`src/rtl/axi_read_arbiter.sv`:
```
// Shared AXI read channel for icache refill, dcache refill and uncached loads:
// fixed-priority grant, one burst in flight, beats assembled into a line/word.
module axi_read_arbiter #(
  parameter logic [3:0] ARID_VAL = 4'd0
) (
  input  logic         clk,
  input  logic         resetn,
  input  logic         icache_req,
  input  logic         icache_uncache,
  input  logic [31:0]  icache_addr,
  output logic         icache_addr_ready,
  output logic         icache_data_ready,
  output logic [127:0] icache_rdata,
  input  logic         dcache_rd_req,
  input  logic [31:0]  dcache_rd_addr,
  output logic         dcache_rd_rdy,
  output logic         dcache_ret_valid,
  output logic [127:0] dcache_ret_data,
  input  logic         uncache_rd_req,
  input  logic [2:0]   uncache_rd_size,
  input  logic [31:0]  uncache_rd_addr,
  output logic         uncache_rd_rdy,
  output logic         uncache_ret_valid,
  output logic [31:0]  uncache_ret_data,
  output logic [3:0]   arid,
  output logic [31:0]  araddr,
  output logic [7:0]   arlen,
  output logic [2:0]   arsize,
  output logic [1:0]   arburst,
  output logic         arvalid,
  input  logic         arready,
  input  logic [3:0]   rid,
  input  logic [31:0]  rdata,
  input  logic [1:0]   rresp,
  input  logic         rlast,
  input  logic         rvalid,
  output logic         rready,
  output logic [1:0]   o_dbg_state
);

  localparam int LINE_BEATS = 4;

  typedef enum logic [1:0] {S_IDLE = 2'd0, S_ADDR = 2'd1, S_DATA = 2'd2, S_RET = 2'd3} state_t;
  typedef enum logic [1:0] {SRC_DC = 2'd0, SRC_UNC = 2'd1, SRC_IC = 2'd2} src_t;

  // Valid/ready: a transfer happens in a cycle where both valid (or req) and
  // ready (or rdy) are high; the initiator holds its payload stable until then.

  state_t             r_state;
  state_t             w_next;
  src_t               r_src;
  logic               r_ic_unc;
  logic [31:0]        r_araddr;
  logic [7:0]         r_arlen;
  logic [2:0]         r_arsize;
  logic [1:0]         r_cnt;
  logic [3:0][31:0]   r_buf;

  logic w_idle, w_dc_go, w_unc_go, w_ic_go, w_beat_ok;
  logic w_unused;

  // Grant is gated by resetn so no rdy is offered while reset is asserted.
  assign w_idle    = (r_state == S_IDLE) && resetn;
  assign w_dc_go   = w_idle && dcache_rd_req;
  assign w_unc_go  = w_idle && !dcache_rd_req && uncache_rd_req;
  assign w_ic_go   = w_idle && !dcache_rd_req && !uncache_rd_req && icache_req;
  assign w_beat_ok = (r_state == S_DATA) && rvalid && (rid == ARID_VAL);
  assign w_unused  = ^{rresp, dcache_rd_addr[3:0]};

  always_comb begin
    w_next = r_state;
    case (r_state)
      S_IDLE: if (w_dc_go || w_unc_go || w_ic_go) w_next = S_ADDR;
      S_ADDR: if (arready) w_next = S_DATA;
      S_DATA: if (w_beat_ok && rlast) w_next = S_RET;
      S_RET:  w_next = S_IDLE;
      default: w_next = S_IDLE;
    endcase
  end

  always_ff @(posedge clk or negedge resetn) begin
    if (!resetn) r_state <= S_IDLE;
    else         r_state <= w_next;
  end

  always_ff @(posedge clk or negedge resetn) begin
    if (!resetn) begin
      r_src    <= SRC_DC;
      r_ic_unc <= 1'b0;
      r_araddr <= '0;
      r_arlen  <= '0;
      r_arsize <= '0;
      r_cnt    <= '0;
      r_buf    <= '0;
    end else begin
      if (w_dc_go) begin
        r_src    <= SRC_DC;
        r_ic_unc <= 1'b0;
        r_araddr <= {dcache_rd_addr[31:4], 4'b0};
        r_arlen  <= 8'(LINE_BEATS - 1);
        r_arsize <= 3'd2;
      end else if (w_unc_go) begin
        r_src    <= SRC_UNC;
        r_ic_unc <= 1'b0;
        r_araddr <= uncache_rd_addr;
        r_arlen  <= 8'd0;
        r_arsize <= uncache_rd_size;
      end else if (w_ic_go) begin
        r_src    <= SRC_IC;
        r_ic_unc <= icache_uncache;
        r_araddr <= icache_uncache ? icache_addr : {icache_addr[31:4], 4'b0};
        r_arlen  <= icache_uncache ? 8'd0 : 8'(LINE_BEATS - 1);
        r_arsize <= 3'd2;
      end
      if ((r_state == S_ADDR) && arready) r_cnt <= '0;
      // Beats beyond the fourth wrap the counter and overwrite from word 0.
      if (w_beat_ok) begin
        r_buf[r_cnt] <= rdata;
        r_cnt        <= r_cnt + 2'd1;
      end
    end
  end

  assign dcache_rd_rdy     = w_dc_go;
  assign uncache_rd_rdy    = w_unc_go;
  assign icache_addr_ready = w_ic_go;

  assign arid    = ARID_VAL;
  assign arburst = 2'b01;
  assign arvalid = (r_state == S_ADDR);
  assign araddr  = r_araddr;
  assign arlen   = r_arlen;
  assign arsize  = r_arsize;
  assign rready  = (r_state == S_DATA);

  assign dcache_ret_valid  = (r_state == S_RET) && (r_src == SRC_DC);
  assign uncache_ret_valid = (r_state == S_RET) && (r_src == SRC_UNC);
  assign icache_data_ready = (r_state == S_RET) && (r_src == SRC_IC);
  assign dcache_ret_data   = r_buf;
  assign uncache_ret_data  = r_buf[0];
  assign icache_rdata      = r_ic_unc ? {4{r_buf[0]}} : r_buf;

  assign o_dbg_state = r_state;

endmodule

```
`config.mk`:
```
export PLATFORM = sky130hd
export DESIGN_NAME = axi_read_arbiter
export DESIGN_NICKNAME = d
export VERILOG_FILES = /design/src/rtl/axi_read_arbiter.sv
export SDC_FILE = /design/constraint.sdc
export NUM_CORES = 1
export LEC_CHECK = 0
export BUFFER_PORTS_ARGS = -buffer_cell sky130_fd_sc_hd__buf_2
export CORE_AREA = 3 3 193 195
export CTS_BUF_LIST = sky130_fd_sc_hd__clkbuf_2 sky130_fd_sc_hd__clkbuf_4 sky130_fd_sc_hd__clkbuf_8
export CTS_CLUSTER_SIZE = 28
export DETAILED_ROUTE_END_ITERATION = 8
export DIE_AREA = 0 0 196 198
export PLACE_DENSITY = 0.51
export SLEW_MARGIN = 20
export SYNTH_ARGS = -nofsm -noshare
export SYNTH_HDL_FRONTEND = slang
export SYNTH_SLANG_ARGS = --single-unit
```
`constraint.sdc`:
```
create_clock -name clk -period 2.45 [get_ports clk]
set_clock_uncertainty 0.1 [all_clocks]
set_input_delay 0 -clock clk [delete_from_list [all_inputs] [get_ports clk]]
set_output_delay 0 -clock clk [all_outputs]
set_load 0.005 [all_outputs]
```
Word level (Yosys, flattened, before mapping)

Cells that the tools add are included.

Bits of input ports: 146
Word-level logic and storage cells: 73
Register bits after elaboration: 178
Memory bits (read-only): 0
Bits in latches: 0
Memories kept: 0
Bits in writable memories: 0

$mul: 0
Multiplexer cells: 27
Eq/ne operators: 8
Shift operators: 0
Order comparisons: 2
Reduce and logical (&&, ||, !) cells: 24
Add/sub/neg operators: 1
Divide/modulo/power cells: 0
Bitwise operators: 0

Operator list:

| cell                                                                                | number |
|---|---|
| 128-bit bitwise mux                                                                 | 1 |
| 128-bit two-way mux                                                                 | 1 |
| 32-bit two-way mux                                                                  | 4 |
| 32-bit demux with 2-bit select                                                      | 1 |
| 8-bit two-way mux                                                                   | 3 |
| 2-bit two-way mux                                                                   | 9 |
| 1-bit logical AND                                                                   | 14 |
| 3-bit two-way mux                                                                   | 3 |
| 2-bit case mux with 4 select lines                                                  | 1 |
| 2-bit == test, second input constant                                                | 3 |
| 2-bit by 1-bit != test with 1-bit output, second input constant                     | 3 |
| 2-bit by 1-bit == test with 1-bit output, second input constant                     | 2 |
| 2-bit logical NOT                                                                   | 2 |
| 4-bit logical NOT                                                                   | 1 |
| 4-bit two-way mux                                                                   | 1 |
| 2-bit by 3-bit < comparator with 1-bit output, second input constant                | 1 |
| 1-bit two-way mux                                                                   | 3 |
| 3-bit AND reduction                                                                 | 1 |
| 3-bit nonzero test                                                                  | 1 |
| 2-bit by 1-bit adder with 2-bit output, second input constant                       | 1 |
| 2-bit by 1-bit greater-or-equal comparator with 1-bit output, second input constant | 1 |
| 1-bit logical NOT                                                                   | 2 |
| 1-bit logical OR                                                                    | 2 |
| 2-bit nonzero test                                                                  | 1 |

Logic depth before layout (Yosys ltp)

Depth after elaboration: 8
Gate-level depth with buffers: 8
Gate-level depth less buffers: 6

Worst setup path before layout

OpenSTA, ideal clock, no wires.

Path type: flip-flop to flip-flop
From: register r_state[0] (netlist: o_dbg_state[0])
To: register r_buf (netlist bit dcache_ret_data[100])
Setup slack: 567 ps
Arrival: 1658 ps
Period minus slack after synthesis: 1883 ps
Path buffers: 2
Cell stages (with the launch flop): 8
Path through: dfrtp_1 inv_1 ha_1 and4bb_1 buf_6 nand3_4 buf_6 mux2_4

Longest elaborated chain between the ends: 3

Ends and longest elaborated chain:

| what                           | RTL line | RTL |
|---|---|---|
| start, declared                | 49       | `state_t r_state;` |
| start signal, assigned         | 83       | `else r_state <= w_next;` |
| 2-bit == test                  | --       |  |
| net rready                     | 37       | `output logic rready,` |
| 1-bit logical AND (2 in a row) | 67       | `assign w_beat_ok = (r_state == S_DATA) && rvalid && (rid == ARID_VAL);` |
| end signal, assigned by index  | 118      | `r_buf[r_cnt] <= rdata;` |
| end, declared                  | 57       | `logic [3:0][31:0] r_buf;` |

The timed path passes the listed nets, and every way through them passes these cells.
A chain may end at the register's enable or synchronous reset.

Worst setup path in the final report

From: input resetn
To: register r_araddr[4] (netlist: araddr[4])

Longest elaborated chain between the ends: 5

Ends and longest elaborated chain:

| what                                                            | RTL line | RTL |
|---|---|---|
| start, declared                                                 | 7        | `input logic resetn,` |
| 1-bit logical AND *                                             | 63       | `assign w_idle = (r_state == S_IDLE) && resetn;` |
| 1-bit logical AND                                               | 65, 66   |  |
| 1-bit logical AND, on equally long branches                     | 65, 66   |  |
| 32-bit two-way mux / 1-bit logical AND (equally long branches)  | 102, 66  |  |
| 32-bit two-way mux / 3-bit nonzero test (equally long branches) | --       |  |
| end signal, assigned                                            | 99       | `r_araddr <= {dcache_rd_addr[31:4], 4'b0};` |
| end signal, assigned                                            | 105      | `r_araddr <= uncache_rd_addr;` |
| end signal, assigned                                            | 111      | `r_araddr <= icache_uncache ? icache_addr : {icache_addr[31:4], 4'b0};` |
| end, declared                                                   | 53       | `logic [31:0] r_araddr;` |

Every way passes the cells marked *; elsewhere a longest branch is shown, timed or not.

==> impl_results.md <==
- Setup ws final: 0.0698 ns
- Nets@finish: 1516
- Total track usage: 16.4%
- CP dominant cell by count: dlygate4sd3_1
- Port Buffers: 474
- Final hold vios: 0
- Core Region: 35600 µm²
- RSZ-0062 raised after global routing: false
- DIE AREA: 38800 µm²
- Synth area leader: dfrtp_1
- Fmax: 420 MHz
- Crit Path Max Fanout: 16
- Row count: 69
- Post-Syn Area: 9290 µm²
- Pins over their slew limit: 0
- Largest family of logic cells by synthesized area: multiplexers
- Antenna violations before repair: 0
- FILL cells: 3492
- Hold Path Stages: 5
- Layout cell share with drive strength beyond 1: 48.7%
- Register area: 4280 µm²
- Initial DRC count: 232
- Area occupied by multi-input gates: 3790 µm²
- Initial Utilization: 26.1%
- Die height: 198 µm
- Post-CTS Repair Setup Buffers: 0
- Remaining global-route overflow: 0
- Ant diodes: 0
- Reg-to-Reg End: araddr[4]$_DFFE_PN0P_
- CTS sink cnt: 171
- Final TNS setup: 0 ns
- Wire length per cell: 18.0 µm
- Post-layout util: 38.1%
- Main synth FF type: dfrtp_1
- Post-synth ARST share: 100%
- Hold_sp: rid[2]
- Synth Area in Compound Gates: 10.6%
- Worst slack, placed: 0.289 ns
- Max incr delay on CP: 0.58 ns
- Critical Path RT: 2.72 ns
- Worst VDD drop: 0.527 mV
- Slew @ Worst Pin: 0.540 ns
- Post-Synth Simple-Gate Area: 4.38%
- Drt pass-1 iters: 4
- Via density: 4.41
- CTS Buffer Depth: 2
- Status: finished, final reports clean
- Post-synthesis adder-cell area fraction: 1.08%
- Crit path arrival time: 2.65 ns
- XOR/XNOR share of the synthesized area: 0%
- DP HPWL: 23100 µm
- Vias: 8088
- Startpoint Class: input port
- TritonCTS clock tree: built
- Worst-path clk slew: 0.11 ns
- Final period utilization: 97.1%
- Final ANT Viol Nets: 0
- Lkg Pwr: 7.52 nW
- Worst path cell trace: dlygate4sd3_1 > dlygate4sd3_1 > clkbuf_8 > nand4b_4 > inv_2 > buf_12 > mux2i_1 > dlygate4sd3_1 > o21ai_1
- Hold Path End: uncache_ret_data[4]$_DFFE_PN0P_
- Total number of H-tree levels: 4
- #FFs+latches synth: 171
- IO Pins: 493
- Crit path kind: in -> reg
- Vias in the first global route: 8491
- P per Cell Area: 723 nW/µm²
- Reg-to-reg slack, setup: 0.11 ns
- Chip width: 196 µm
- Period minus WS final: 2.38 ns
- MaxCap Viol Count: 0
- CTS root buf: clkbuf_8
- Average cell area after synthesis: 11.5 µm²
- Total power: 9.80 mW
- Yosys cell types: 43
- Slowest CP cell: dlygate4sd3_1
- First-pass GRT wire length: 49600 µm
- Ys Warns: 0
- Crit. End Element: flop
- Pin count of the biggest net entering global routing: 95
- Post-synthesis sequential area ratio: 46.1%
- Reg2Reg Depth: 8
- Critical R2R Launch: o_dbg_state[0]$_DFFE_PN0P_
- Hold crit path type: in -> reg
- Final setup vio count: 0
- Drt drc: 0
- Syn Inst Count: 808
- RD Place Congestion: 0.813
- Top area cells in the synthesized netlist: dfrtp_1 (46%), mux2_4 (19%), buf_4 (6.4%)
- Slew margin rel.: 63.9%
- Worst skew pair latency: 0.49 ns
- WL final: 33000 µm
- Post-synth EDFFs: 0
- Top-area cell type share of the netlist area: 46.1%
- CTS Buf Count: 17
- Proportion of synthesized area in mux cells: 23.9%
- Area grow syn2layout: 46.0%
critical path, delay by kind of cell:
family	cells	cell delay, ns
and+or+nand+nor	1	0.13
AOI/OAI and AO/OA	1	0.06
muxes	1	0.22
buffers and inverters	6	2.25
Yosys cell counts (all sizes together) (3+ instances only):
cell,instances
nor2,3
buf,105
nand3,4
a22oi,28
mux2,128
o21ai,130
dfrtp,171
inv,105
clkbuf,14
nand2,43
and2,4
ha,8
mux2i,33
a22o,3
state kept, by name, summed over array words and instances (netlist names):
signal            count
araddr               32
arlen                 1
arsize                3
dcache_ret_data      96
o_dbg_state           2
r_cnt                 2
r_ic_unc              1
r_src                 2
uncache_ret_data     32
through the flow:
stage          std cells  hold WS (ns)  instance area (µm²)
6_report            1836        0.0564                13600
3_5_place_dp        1654        -0.159                11600
2_1_floorplan        818        -0.396                 9330
5_1_grt             1836        0.0362                13600
3_3_place_gp        1654        -0.156                11600
4_1_cts             1835       0.00526                13500
power breakdown:
group | switching (mW) | internal (mW)
clock | 1.18 | 0.818
sequential | 0.729 | 3.44
combinational | 1.66 | 1.98
total | 3.57 | 6.24
what timing repair did:
item	4_1_cts	5_1_grt
hold endpoints to repair	342	0
hold buffers	149	0
gates cloned	0	1
endpoints found under the setup margin	1	2
gates resized for setup	1	3
kinds of logic after synthesis:
group / count (synthesis)
buf+inv: 224
compound gates: 173
flops: 171
mux: 161
simple gates: 69
fa+ha+maj: 8
other cells: 2
how the worst max path moves through the flow:
stage          slack, ns  cells past startpoint                                to                  startpoint
6_report            0.07                      9             araddr[4]$_DFFE_PN0P_                      resetn
5_1_grt             0.02                      8             araddr[4]$_DFFE_PN0P_  o_dbg_state[0]$_DFFE_PN0P_
4_1_cts             0.03                      8             araddr[4]$_DFFE_PN0P_  o_dbg_state[1]$_DFFE_PN0P_
3_5_place_dp        0.29                      6   dcache_ret_data[63]$_DFFE_PN0P_  o_dbg_state[0]$_DFFE_PN0P_
3_3_place_gp        0.33                      6   dcache_ret_data[63]$_DFFE_PN0P_  o_dbg_state[0]$_DFFE_PN0P_
2_1_floorplan       0.57                      7  dcache_ret_data[100]$_DFFE_PN0P_  o_dbg_state[0]$_DFFE_PN0P_
layer usage:
metal  GRT usage, %  vias to the layer above  wire length, µm
li1               -                     3759                -
met1           19.2                     3878            13200
met2           29.0                      401            16500
met3           3.91                       50             2290
met4           6.71                        0             1030
met5              0                        -                0
cell type report:
cell class	count	area share (%)
Inverter	105	2.91
Clock inverter	15	1.05
Multi-Input combinational cell	423	27.9
Tap cell	461	4.25
Clock buffer	17	1.73
Sequential cell	171	31.6
Timing Repair Buffer	644	30.6
layout by cell type, fill, tap and decap left out, types with 2 or more instances in the layout:
| master | count |
|---|---|
| inv_2 | 3 |
| and3b_1 | 2 |
| a22oi_1 | 28 |
| inv_1 | 102 |
| clkbuf_8 | 18 |
| mux2_4 | 120 |
| mux2_2 | 8 |
| mux2i_1 | 33 |
| a22o_1 | 3 |
| nor2b_1 | 2 |
| a311o_1 | 2 |
| and3_1 | 2 |
| dfrtp_1 | 170 |
| nand3_4 | 4 |
| o21ai_0 | 99 |
| buf_4 | 13 |
| clkinvlp_4 | 4 |
| nand2_1 | 43 |
| nor2_1 | 2 |
| dlygate4sd3_1 | 148 |
| conb_1 | 12 |
| o21ai_1 | 31 |
| buf_12 | 8 |
| clkinv_2 | 4 |
| ha_1 | 7 |
| and2_1 | 4 |
| clkinv_4 | 2 |
| buf_2 | 473 |
| inv_6 | 2 |
| o211ai_1 | 2 |
No activity file was read; power rests on OpenSTA's default activity.
